==> src/rtl/kamikaze_pipe_ctrl_pkg.sv <==
// Shared types and encodings for the kamikaze decode/execute/writeback sequencing controller.
// Forward-select encodings, FSM state codes and the forwarding priority function.
package kamikaze_pipe_ctrl_pkg;

  localparam int RF_AW_DEF = 5;
  localparam int MC_CW_DEF = 3;

  localparam logic [1:0] FWD_RF = 2'b00;
  localparam logic [1:0] FWD_EX = 2'b01;
  localparam logic [1:0] FWD_WB = 2'b10;

  typedef enum logic [0:0] {
    PC_ST_RUN = 1'b0,
    PC_ST_MC  = 1'b1
  } pc_state_e;

  // EX wins over WB because it holds the younger write; a load in EX has no result yet
  function automatic logic [1:0] fwd_select(input logic id_valid, input logic ex_hit,
                                            input logic ex_load, input logic wb_hit);
    logic [1:0] sel;
    if (!id_valid) begin
      sel = FWD_RF;
    end else if (ex_hit && !ex_load) begin
      sel = FWD_EX;
    end else if (wb_hit) begin
      sel = FWD_WB;
    end else begin
      sel = FWD_RF;
    end
    return sel;
  endfunction

endpackage

==> src/rtl/kamikaze_pipe_ctrl_if.sv <==
// Decode-side instruction fields and pipeline control outputs of the sequencing controller.
// The master side is the decode/datapath driver, the slave side is the controller.
interface kamikaze_pipe_ctrl_if #(
  parameter int RF_AW = 5,
  parameter int MC_CW = 3
);
  logic             id_valid_i;
  logic [RF_AW-1:0] id_rs1_i;
  logic [RF_AW-1:0] id_rs2_i;
  logic             id_rs1_use_i;
  logic             id_rs2_use_i;
  logic [RF_AW-1:0] id_rd_i;
  logic             id_rd_we_i;
  logic             id_is_load_i;
  logic [MC_CW-1:0] id_mc_len_i;
  logic             redirect_i;
  logic             stall_o;
  logic             issue_o;
  logic             ex_hold_o;
  logic             id_kill_o;
  logic [1:0]       fwd1_sel_o;
  logic [1:0]       fwd2_sel_o;

  modport master (
    output id_valid_i, id_rs1_i, id_rs2_i, id_rs1_use_i, id_rs2_use_i,
           id_rd_i, id_rd_we_i, id_is_load_i, id_mc_len_i, redirect_i,
    input  stall_o, issue_o, ex_hold_o, id_kill_o, fwd1_sel_o, fwd2_sel_o
  );

  modport slave (
    input  id_valid_i, id_rs1_i, id_rs2_i, id_rs1_use_i, id_rs2_use_i,
           id_rd_i, id_rd_we_i, id_is_load_i, id_mc_len_i, redirect_i,
    output stall_o, issue_o, ex_hold_o, id_kill_o, fwd1_sel_o, fwd2_sel_o
  );
endinterface

==> src/rtl/kamikaze_hazard_cmp.sv <==
// Compares one in-flight scoreboard slot against one decode source operand.
// x0 is hardwired zero, so it never produces a hit.
module kamikaze_hazard_cmp #(
  parameter int RF_AW = 5
) (
  input  logic             slot_v,
  input  logic             slot_we,
  input  logic [RF_AW-1:0] slot_rd,
  input  logic [RF_AW-1:0] src,
  input  logic             src_use,
  output logic             hit
);

  assign hit = slot_v & slot_we & src_use & (slot_rd != {RF_AW{1'b0}}) & (slot_rd == src);

endmodule

==> src/rtl/kamikaze_pipe_ctrl.sv <==
// Pipeline sequencing controller: EX/WB destination scoreboard, operand forwarding selects,
// load-use and multi-cycle stalls, and branch-redirect flush of the decode stage.
module kamikaze_pipe_ctrl
  import kamikaze_pipe_ctrl_pkg::*;
#(
  parameter int RF_AW = RF_AW_DEF,
  parameter int MC_CW = MC_CW_DEF
) (
  input logic                clk_i,
  input logic                rst_i,
  kamikaze_pipe_ctrl_if.slave pif
);

  localparam logic [MC_CW-1:0] CNT_ONE  = MC_CW'(1);
  localparam logic [MC_CW-1:0] CNT_ZERO = {MC_CW{1'b0}};

  pc_state_e        state_r;
  pc_state_e        state_nxt_s;
  logic [MC_CW-1:0] cnt_r;
  logic [MC_CW-1:0] cnt_nxt_s;

  logic             ex_v_r;
  logic             ex_we_r;
  logic             ex_ld_r;
  logic [RF_AW-1:0] ex_rd_r;
  logic             wb_v_r;
  logic             wb_we_r;
  logic [RF_AW-1:0] wb_rd_r;

  logic ex_hit1_s, ex_hit2_s, wb_hit1_s, wb_hit2_s;
  logic load_use_s;
  logic issue_s, stall_s, hold_s, kill_s;

  kamikaze_hazard_cmp #(.RF_AW(RF_AW)) u_cmp_ex1 (
    .slot_v(ex_v_r), .slot_we(ex_we_r), .slot_rd(ex_rd_r),
    .src(pif.id_rs1_i), .src_use(pif.id_rs1_use_i), .hit(ex_hit1_s)
  );
  kamikaze_hazard_cmp #(.RF_AW(RF_AW)) u_cmp_ex2 (
    .slot_v(ex_v_r), .slot_we(ex_we_r), .slot_rd(ex_rd_r),
    .src(pif.id_rs2_i), .src_use(pif.id_rs2_use_i), .hit(ex_hit2_s)
  );
  kamikaze_hazard_cmp #(.RF_AW(RF_AW)) u_cmp_wb1 (
    .slot_v(wb_v_r), .slot_we(wb_we_r), .slot_rd(wb_rd_r),
    .src(pif.id_rs1_i), .src_use(pif.id_rs1_use_i), .hit(wb_hit1_s)
  );
  kamikaze_hazard_cmp #(.RF_AW(RF_AW)) u_cmp_wb2 (
    .slot_v(wb_v_r), .slot_we(wb_we_r), .slot_rd(wb_rd_r),
    .src(pif.id_rs2_i), .src_use(pif.id_rs2_use_i), .hit(wb_hit2_s)
  );

  assign load_use_s = pif.id_valid_i & ex_ld_r & (ex_hit1_s | ex_hit2_s);

  // Next-state and control decode; outputs are forced idle while reset is asserted
  always_comb begin
    state_nxt_s = state_r;
    cnt_nxt_s   = cnt_r;
    issue_s     = 1'b0;
    stall_s     = 1'b0;
    hold_s      = 1'b0;
    kill_s      = 1'b0;
    if (rst_i) begin
      state_nxt_s = PC_ST_RUN;
      cnt_nxt_s   = CNT_ZERO;
    end else begin
      case (state_r)
        PC_ST_RUN: begin
          if (pif.redirect_i) begin
            kill_s = 1'b1;
          end else if (load_use_s) begin
            stall_s = 1'b1;
          end else begin
            issue_s = pif.id_valid_i;
          end
          if (issue_s && (pif.id_mc_len_i != CNT_ZERO)) begin
            cnt_nxt_s   = pif.id_mc_len_i;
            state_nxt_s = PC_ST_MC;
          end else begin
            cnt_nxt_s   = cnt_r;
            state_nxt_s = PC_ST_RUN;
          end
        end
        PC_ST_MC: begin
          // redirect_i is deliberately not looked at while the EX op is busy
          hold_s    = 1'b1;
          stall_s   = 1'b1;
          cnt_nxt_s = cnt_r - CNT_ONE;
          if (cnt_r == CNT_ONE) begin
            state_nxt_s = PC_ST_RUN;
          end else begin
            state_nxt_s = PC_ST_MC;
          end
        end
        default: begin
          state_nxt_s = PC_ST_RUN;
          cnt_nxt_s   = CNT_ZERO;
        end
      endcase
    end
  end

  // FSM state and multi-cycle busy counter
  always_ff @(posedge clk_i or posedge rst_i) begin
    if (rst_i) begin
      state_r <= PC_ST_RUN;
      cnt_r   <= CNT_ZERO;
    end else begin
      state_r <= state_nxt_s;
      cnt_r   <= cnt_nxt_s;
    end
  end

  // Scoreboard slots: WB takes a bubble while EX is held, otherwise both advance
  always_ff @(posedge clk_i or posedge rst_i) begin
    if (rst_i) begin
      ex_v_r  <= 1'b0;
      ex_we_r <= 1'b0;
      ex_ld_r <= 1'b0;
      ex_rd_r <= {RF_AW{1'b0}};
      wb_v_r  <= 1'b0;
      wb_we_r <= 1'b0;
      wb_rd_r <= {RF_AW{1'b0}};
    end else if (hold_s) begin
      wb_v_r  <= 1'b0;
      wb_we_r <= 1'b0;
      wb_rd_r <= {RF_AW{1'b0}};
    end else begin
      wb_v_r  <= ex_v_r;
      wb_we_r <= ex_we_r;
      wb_rd_r <= ex_rd_r;
      if (issue_s) begin
        ex_v_r  <= 1'b1;
        ex_we_r <= pif.id_rd_we_i;
        ex_ld_r <= pif.id_is_load_i;
        ex_rd_r <= pif.id_rd_i;
      end else begin
        ex_v_r  <= 1'b0;
        ex_we_r <= 1'b0;
        ex_ld_r <= 1'b0;
        ex_rd_r <= {RF_AW{1'b0}};
      end
    end
  end

  assign pif.stall_o    = stall_s;
  assign pif.issue_o    = issue_s;
  assign pif.ex_hold_o  = hold_s;
  assign pif.id_kill_o  = kill_s;
  assign pif.fwd1_sel_o = fwd_select(pif.id_valid_i, ex_hit1_s, ex_ld_r, wb_hit1_s);
  assign pif.fwd2_sel_o = fwd_select(pif.id_valid_i, ex_hit2_s, ex_ld_r, wb_hit2_s);

endmodule

==> src/flat_wrapper.sv <==
// flat-port wrapper written by rule: the top's interface ports become plain ports
module kamikaze_pipe_ctrl_flat import kamikaze_pipe_ctrl_pkg::*;
#(
  parameter int RF_AW = RF_AW_DEF,
  parameter int MC_CW = MC_CW_DEF
)
  (clk_i, rst_i, pif_id_valid_i, pif_id_rs1_i, pif_id_rs2_i, pif_id_rs1_use_i, pif_id_rs2_use_i, pif_id_rd_i, pif_id_rd_we_i, pif_id_is_load_i, pif_id_mc_len_i, pif_redirect_i, pif_stall_o, pif_issue_o, pif_ex_hold_o, pif_id_kill_o, pif_fwd1_sel_o, pif_fwd2_sel_o);
  kamikaze_pipe_ctrl_if #(.RF_AW(RF_AW), .MC_CW(MC_CW)) pif_i ();
  input logic clk_i;
  input logic rst_i;
  input wire logic [$bits(pif_i.id_valid_i)-1:0] pif_id_valid_i;
  input wire logic [$bits(pif_i.id_rs1_i)-1:0] pif_id_rs1_i;
  input wire logic [$bits(pif_i.id_rs2_i)-1:0] pif_id_rs2_i;
  input wire logic [$bits(pif_i.id_rs1_use_i)-1:0] pif_id_rs1_use_i;
  input wire logic [$bits(pif_i.id_rs2_use_i)-1:0] pif_id_rs2_use_i;
  input wire logic [$bits(pif_i.id_rd_i)-1:0] pif_id_rd_i;
  input wire logic [$bits(pif_i.id_rd_we_i)-1:0] pif_id_rd_we_i;
  input wire logic [$bits(pif_i.id_is_load_i)-1:0] pif_id_is_load_i;
  input wire logic [$bits(pif_i.id_mc_len_i)-1:0] pif_id_mc_len_i;
  input wire logic [$bits(pif_i.redirect_i)-1:0] pif_redirect_i;
  output wire logic [$bits(pif_i.stall_o)-1:0] pif_stall_o;
  output wire logic [$bits(pif_i.issue_o)-1:0] pif_issue_o;
  output wire logic [$bits(pif_i.ex_hold_o)-1:0] pif_ex_hold_o;
  output wire logic [$bits(pif_i.id_kill_o)-1:0] pif_id_kill_o;
  output wire logic [$bits(pif_i.fwd1_sel_o)-1:0] pif_fwd1_sel_o;
  output wire logic [$bits(pif_i.fwd2_sel_o)-1:0] pif_fwd2_sel_o;
  assign pif_i.id_valid_i = pif_id_valid_i;
  assign pif_i.id_rs1_i = pif_id_rs1_i;
  assign pif_i.id_rs2_i = pif_id_rs2_i;
  assign pif_i.id_rs1_use_i = pif_id_rs1_use_i;
  assign pif_i.id_rs2_use_i = pif_id_rs2_use_i;
  assign pif_i.id_rd_i = pif_id_rd_i;
  assign pif_i.id_rd_we_i = pif_id_rd_we_i;
  assign pif_i.id_is_load_i = pif_id_is_load_i;
  assign pif_i.id_mc_len_i = pif_id_mc_len_i;
  assign pif_i.redirect_i = pif_redirect_i;
  assign pif_stall_o = pif_i.stall_o;
  assign pif_issue_o = pif_i.issue_o;
  assign pif_ex_hold_o = pif_i.ex_hold_o;
  assign pif_id_kill_o = pif_i.id_kill_o;
  assign pif_fwd1_sel_o = pif_i.fwd1_sel_o;
  assign pif_fwd2_sel_o = pif_i.fwd2_sel_o;
  kamikaze_pipe_ctrl #(.RF_AW(RF_AW), .MC_CW(MC_CW)) u_core (.clk_i(clk_i), .rst_i(rst_i), .pif(pif_i));
endmodule
==> config.mk <==
export PLATFORM = sky130hd
export DESIGN_NAME = kamikaze_pipe_ctrl_flat
export DESIGN_NICKNAME = d
export VERILOG_FILES = /design/src/rtl/kamikaze_pipe_ctrl_pkg.sv /design/src/rtl/kamikaze_pipe_ctrl_if.sv /design/src/rtl/kamikaze_hazard_cmp.sv /design/src/rtl/kamikaze_pipe_ctrl.sv /design/src/flat_wrapper.sv
export SDC_FILE = /design/constraint.sdc
export NUM_CORES = 1
export LEC_CHECK = 0
export CAP_MARGIN = 20
export CELL_PAD_IN_SITES_DETAIL_PLACEMENT = 1
export CELL_PAD_IN_SITES_GLOBAL_PLACEMENT = 2
export CORE_ASPECT_RATIO = 1.2
export CORE_MARGIN = 3
export CORE_UTILIZATION = 30
export DETAILED_ROUTE_END_ITERATION = 12
export MAX_ROUTING_LAYER = met4
export PLACE_DENSITY = 0.9
export SYNTH_ARGS = -nofsm -noshare
export SYNTH_HDL_FRONTEND = slang
export SYNTH_HIERARCHICAL = 1
export SYNTH_SLANG_ARGS = --single-unit
export TNS_END_PERCENT = 1
==> constraint.sdc <==
create_clock -name clk_i -period 7 [get_ports clk_i]
set_input_delay 2.1 -clock clk_i [delete_from_list [all_inputs] [get_ports clk_i]]
set_output_delay 2.1 -clock clk_i [all_outputs]
set_load 0.02 [all_outputs]
==> results of run 1 <==
-- worst min path at each step --
stage	slack, ns	startpoint	to	cells past startpoint
global route	0.57	u_core/cnt_r[0]	u_core/cnt_r[0]	1
global placement	0.52	u_core/cnt_r[0]	u_core/cnt_r[0]	1
CTS	0.53	u_core/cnt_r[0]	u_core/cnt_r[0]	1
floorplan	0.47	u_core/cnt_r[0]	u_core/cnt_r[0]	1
finish	0.53	u_core/cnt_r[0]	u_core/cnt_r[0]	1
detailed placement	0.52	u_core/cnt_r[0]	u_core/cnt_r[0]	1
-- through the flow --
stage | power, mW | instances | worst slack [ns]
3_3_place_gp | 0.1784 | 218 | 0.5501
4_1_cts | 0.2565 | 222 | 0.4312
6_report | 0.2545 | 222 | 0.4304
5_1_grt | 0.2689 | 222 | 0.2820
2_1_floorplan | 0.1536 | 135 | 1.599
3_5_place_dp | 0.1806 | 218 | 0.4441
-- cell type report --
cell class | count | area [µm²] | share of cell area [%]
sequential | 19 | 475.5 | 28.61
tap | 54 | 67.56 | 4.066
clock inverter | 1 | 5.005 | 0.3012
inverter | 6 | 22.52 | 1.355
timing repair buffer | 35 | 345.3 | 20.78
multi-input combinational | 104 | 704.4 | 42.39
clock buffer | 3 | 41.29 | 2.485
-- power by group through the flow --
| stage | clock, mW | sequential, mW | combinational, mW |
|---|---|---|---|
| floorplan | 0 | 0.120 | 0.0332 |
| global placement | 0 | 0.124 | 0.0542 |
| detailed placement | 0 | 0.124 | 0.0562 |
| CTS | 0.0774 | 0.122 | 0.0568 |
| global route | 0.0838 | 0.123 | 0.0618 |
| finish | 0.0764 | 0.122 | 0.0560 |
-- sequential cells by signal (all words and copies together), names as in the netlist --
name,flops
u_core/cnt_r,3
u_core/state_r,1
u_core/wb_rd_r,5
u_core/wb_v_r,1
u_core/ex_v_r,1
u_core/ex_rd_r,5
u_core/ex_ld_r,1
u_core/ex_we_r,1
u_core/wb_we_r,1
-- cell families (layout without fill, tap and decap cells) --
family                   count (synthesis)  in the layout  synth area share, %
AO/OA/AOI/OAI                           22             22                13.86
buffers and inverters                   12             45                5.321
flip-flops                              19             19                38.15
AND/OR/NAND/NOR                         59             59                25.90
adder cells (fa/ha/maj)                  2              2                2.008
XOR/XNOR                                21             21                14.76
-- cells in the final DEF (no fill, tap or decap), types with 2 or more instances in the layout --
master,count
clkbuf_8,3
or4_1,4
clkdlybuf4s50_1,33
nor3_1,6
buf_4,2
xnor2_1,20
nor2_1,6
and3_1,2
nand2_1,13
dfrtp_1,19
and2_1,7
inv_1,6
a21oi_1,11
nand4_1,16
ha_1,2
-- metal layers --
layer / track usage (%) / vias to the layer above / routed length [µm]
met3: 2.802 / 0 / 181
met5: - / - / 0
met2: 27.12 / 34 / 1822
li1: - / 554 / -
met1: 19.60 / 551 / 1554
met4: 3.383 / 0 / 0
==> reports/qor.txt, run 1 <==
Post-Syn Instances: 135
Cell variety after synth: 33
status: finished, final reports clean
clock sinks: 19
CP Depth: 8
most frequent cell after synthesis: xnor2_1
syn nets: 163
Setup CP Type: in2out
FF+latch count, synth: 19
initial antenna violation count: 0
Hold WC Path Type: reg2reg
max-slew violation count: 0
worst r2r path cells: 7
syn_area_per_cell: 9.231 µm²
prevailing post-synth register cell: dfrtp_1
first-pass GRT wire length: 6216 µm
CP delay by family, top: buffers and inverters
antenna-violating nets left: 0
CTS H-Tree Depth: 1
CTS Buffer Depth: 2
Slew HR: 58.70%
part of the Yosys area used for sequential elements: 38.15%
crit path time final: 6.570 ns
kind of end point of the critical path: primary output
Worst Skew: 0.001548 ns
Top cell by count, worst path: clkdlybuf4s50_1
drt wl/cell: 16.03 µm
switch share: 27.52%
worst setup path start: pif_id_rs2_i[3]
die area: 4966 µm²
Chip Height: 76.60 µm
iteration count of the initial detailed-routing pass: 4
Final Hold Fails: 0
area growth from synthesis to layout: 33.33%
maximum clock frequency: 152.2 MHz
Internal: 0.1845 mW
Mapped Area: 1246 µm²
layout cells sized above 1: 7.738%
largest net degree at the start of global routing: 21
total congestion overflow: 0
final setup fails: 0
vias in the first global route: 1,285
reg2reg end: u_core/cnt_r[1]
Post-layout nets: 197
Resized Gates After CTS: 0
Max IR drop VDD: 0.06062 mV
switching power: 0.07006 mW
Root Buffer: clkbuf_8
Post-synth EDFFs: 0
synth top area cells: dfrtp_1, xnor2_1, nand4_1, a21oi_1, nand2_1
core region area: 3973 µm²
CP required: 4.90 ns
worst-skew pair later-pin latency: 0.25 ns
Reg2Reg Launch Point: u_core/ex_rd_r[1]
Ys Warns: 6
cts hold-fix bufs: 0
CTS tree: built
Startpoint Class: input pin
slowest CP cell: clkdlybuf4s50_1
share of the synthesized area in the top cell type: 38.15%
# port buffers: 33
Starting Density: 31.37%
DR DRC count: 0
reg-to-reg slack, setup: 4.72 ns
final wirelength: 3559 µm
Bufs and invs on worst path: 2
Fillers: 484
Leak: 0.6326 nW
vias: 1,139
slowest stage delay, CP: 0.62 ns
asr flop ratio synth: 100.0%
GPL Wtd Cong: 0.8091
I/O pins: 34
PD cells: 153.2 nW/µm²
max_cap viols: 0
Seq pwr share: 48.0%
Die W: 64.84 µm
clock network fraction of design power: 30.0%
RSZ-0062 raised after global routing: no
top cells by count, synth: xnor2_1, dfrtp_1, nand4_1
Arr. time, crit path: 4.47 ns
Slew @ Worst Pin: 0.6147 ns
Tot GR Track Use: 15.96%
WHS: 0.5275 ns
final instance area: 1662 µm²
Critical Path End: pif_stall_o
placed inst area: 1615 µm²
Vias/cell: 5.131
Synth area leader: dfrtp_1
setup bufs post-CTS: 0
Final Util: 41.83%
crit-path cells: clkdlybuf4s50_1 > xnor2_1 > nand4_1 > nor3_1 > o21a_4 > a21oi_1 > nor2_1 > clkdlybuf4s50_1
ant diodes: 0
CTS Buf Count: 3
# rows: 25
initial DRC count: 31
Setup TNS Final: 0 ns
worst-path fanout max: 6
post-route clock period utilization: 93.85%
combinational power share: 22.0%
CTS clk-pin slew, worst paths: 0.07 ns
Detailed Place HPWL: 2791 µm
Power figures use the tool's default switching activity.
==> run 2: changes to the inputs <==
--- a/config.mk
+++ b/config.mk
@@ -9,11 +9,12 @@
 export CELL_PAD_IN_SITES_DETAIL_PLACEMENT = 1
 export CELL_PAD_IN_SITES_GLOBAL_PLACEMENT = 2
 export CORE_ASPECT_RATIO = 1.2
-export CORE_MARGIN = 3
+export CORE_MARGIN = 4
 export CORE_UTILIZATION = 30
 export DETAILED_ROUTE_END_ITERATION = 12
 export MAX_ROUTING_LAYER = met4
 export PLACE_DENSITY = 0.9
+export SETUP_SLACK_MARGIN = 0.05
 export SYNTH_ARGS = -nofsm -noshare
 export SYNTH_HDL_FRONTEND = slang
 export SYNTH_HIERARCHICAL = 1
==> run 2 against run 1 <==
  * Final area is the same
  * Power shrank 0.46%
  * Via count grew 0.26%
  * First-iteration DRC count grew 130%
  * Routed wire length grew 2.9%
  * Register-to-register slack is essentially flat
  * Non-clock buffer count is the same
  * Critical endpoint unchanged
  * Utilization is the same
  * Largest cell class unchanged
  * Global-route usage shrank 0.54 points
==> reports/qor.txt, run 2 (same netlist as run 1, synthesis figures left out) <==
status: finished, final reports clean
Seq pwr share: 48.2% (+0.2 points)
Setup CP Type: in2out
worst-skew pair later-pin latency: 0.25 ns (about the same)
# placed instances: 218 (unchanged)
crit-path cells: clkdlybuf4s50_1 > xnor2_1 > nand4_1 > nor3_1 > o21a_4 > a21oi_1 > nor2_1 > clkdlybuf4s50_1
I/O pins: 34 (unchanged)
CTS clk-pin slew, worst paths: 0.07 ns (about the same)
CP required: 4.90 ns (about the same)
Vias/cell: 5.144 (+0.26%)
Slew HR: 60.75% (+2.0 points)
post-route clock period utilization: 92.99% (-0.86 points)
Top cell by count, worst path: clkdlybuf4s50_1
CTS H-Tree Depth: 1 (unchanged)
Resized Gates After CTS: 0 (unchanged)
total congestion overflow: 0 (unchanged)
iteration count of the initial detailed-routing pass: 4 (unchanged)
antenna-violating nets left: 0 (unchanged)
reg-to-reg slack, setup: 4.72 ns (about the same)
CTS Buffer Depth: 2 (unchanged)
crit path time final: 6.509 ns (-0.06050 ns)
Post-layout nets: 197 (unchanged)
cts hold-fix bufs: 0 (unchanged)
reg2reg end: u_core/cnt_r[1]
Final Util: 41.83% (unchanged)
Starting Density: 31.37% (unchanged)
clock sinks: 19 (unchanged)
area growth from synthesis to layout: 33.33% (unchanged)
RSZ-0062 raised after global routing: no
Chip Height: 78.60 µm (+2.6%)
Reg2Reg Launch Point: u_core/ex_rd_r[1]
worst setup path start: pif_id_rs2_i[3]
switch share: 27.24% (-0.28 points)
Setup TNS Final: 0 ns (unchanged)
die area: 5253 µm² (+5.8%)
Arr. time, crit path: 4.41 ns (-0.06 ns)
CTS tree: built
Critical Path End: pif_stall_o
combinational power share: 22.3% (+0.3 points)
worst-path fanout max: 6 (unchanged)
Startpoint Class: input pin
Leak: 0.6326 nW (unchanged)
final setup fails: 0 (unchanged)
GPL Wtd Cong: 0.7965 (-1.6%)
Finished Layout Cells: 222 (unchanged)
kind of end point of the critical path: primary output
Bufs and invs on worst path: 2 (unchanged)
Hold WC Path Type: reg2reg
slowest stage delay, CP: 0.62 ns (about the same)
Fillers: 481 (-0.62%)
Die W: 66.84 µm (+3.1%)
CP Depth: 8 (unchanged)
clock network fraction of design power: 29.4% (-0.6 points)
core region area: 3973 µm² (unchanged)
ant diodes: 0 (unchanged)
most frequent cells in the layout: clkdlybuf4s50_1, xnor2_1, dfrtp_1, nand4_1, nand2_1
max-slew violation count: 0 (unchanged)
slowest CP cell: clkdlybuf4s50_1
PD cells: 152.5 nW/µm² (-0.46%)
largest net degree at the start of global routing: 21 (unchanged)
most common cell after layout, fill and taps aside: clkdlybuf4s50_1
Slew @ Worst Pin: 0.5888 ns (-0.02592 ns)
# rows: 25 (unchanged)
# port buffers: 33 (unchanged)
CP delay by family, top: buffers and inverters
maximum clock frequency: 153.6 MHz (+0.93%)
DR DRC count: 0 (unchanged)
vias: 1,142 (+0.26%)
Detailed Place HPWL: 2861 µm (+2.5%)
initial DRC count: 71 (+130%)
Root Buffer: clkbuf_8
setup bufs post-CTS: 0 (unchanged)
worst r2r path cells: 7 (unchanged)
top flop regs: u_core/ex_rd_r x5, u_core/wb_rd_r x5, u_core/cnt_r x3
drt wl/cell: 16.49 µm (+2.9%)
layout cells sized above 1: 7.738% (unchanged)
Worst Skew: 0.001611 ns (+0.00006240 ns)
Internal: 0.1843 mW (about the same)
Place WS: 0.4775 ns (+0.03343 ns)
Final Hold Fails: 0 (unchanged)
max_cap viols: 0 (unchanged)
vias in the first global route: 1,296 (+0.86%)
Max IR drop VDD: 0.06631 mV (+9.4%)
final wirelength: 3661 µm (+2.9%)
switching power: 0.06902 mW (-1.5%)
initial antenna violation count: 0 (unchanged)
CTS Buf Count: 3 (unchanged)
first-pass GRT wire length: 6168 µm (-0.77%)
Final WS setup: 0.4909 ns (+0.06050 ns)
Tot GR Track Use: 15.41% (-0.54 points)
run 2: worst min-delay path by stage:
stage / cells after the start / endpoint / startpoint
final: 1 / u_core/cnt_r[0] / u_core/cnt_r[0]
after floorplan: 1 / u_core/cnt_r[0] / u_core/cnt_r[0]
after CTS: 1 / u_core/cnt_r[0] / u_core/cnt_r[0]
after global routing: 1 / u_core/cnt_r[0] / u_core/cnt_r[0]
after global placement: 1 / u_core/cnt_r[0] / u_core/cnt_r[0]
after detailed placement: 1 / u_core/cnt_r[0] / u_core/cnt_r[0]
run 2: layout make-up:
cell class / count / area [µm²] / area share [%]
timing repair buffer: 35 / 345.3 / 20.78
clock inverter: 1 / 5.005 / 0.3012
tap: 54 / 67.56 / 4.066
clock buffer: 3 / 41.29 / 2.485
multi-input combinational: 104 / 704.4 / 42.39
sequential: 19 / 475.5 / 28.61
inverter: 6 / 22.52 / 1.355
run 2: metrics by stage:
step	hold WS [ns]	cell area (µm²)	power, mW
detailed placement	0.5361	1615	0.1811
global route	0.5828	1662	0.2677
floorplan	0.4714	1246	0.1536
global placement	0.5109	1615	0.1783
CTS	0.5450	1662	0.2561
finish	0.5332	1662	0.2534
run 2: per-layer routing:
metal,global-route usage [%],wire length (µm)
met1,18.25,1604
met2,27.68,1900
met3,2.289,157
met4,2.439,0
met5,-,0
run 2: power groups by stage:
stage | Combinational [mW] | Clock, mW | Sequential (mW)
after floorplan | 0.0332 | 0 | 0.120
after global placement | 0.0541 | 0 | 0.124
after detailed placement | 0.0566 | 0 | 0.125
after CTS | 0.0570 | 0.0767 | 0.122
after global routing | 0.0624 | 0.0819 | 0.123
final | 0.0566 | 0.0745 | 0.122
run 2: worst register-to-register path, cell delays in order, from the launching register on:
cell	delay (ns)
dfrtp_1	0.46
or4_1	0.54
nor2_1	0.10
nor3_1	0.06
buf_4	0.15
o21ai_2	0.46
a31oi_2	0.18
a221oi_2	0.25
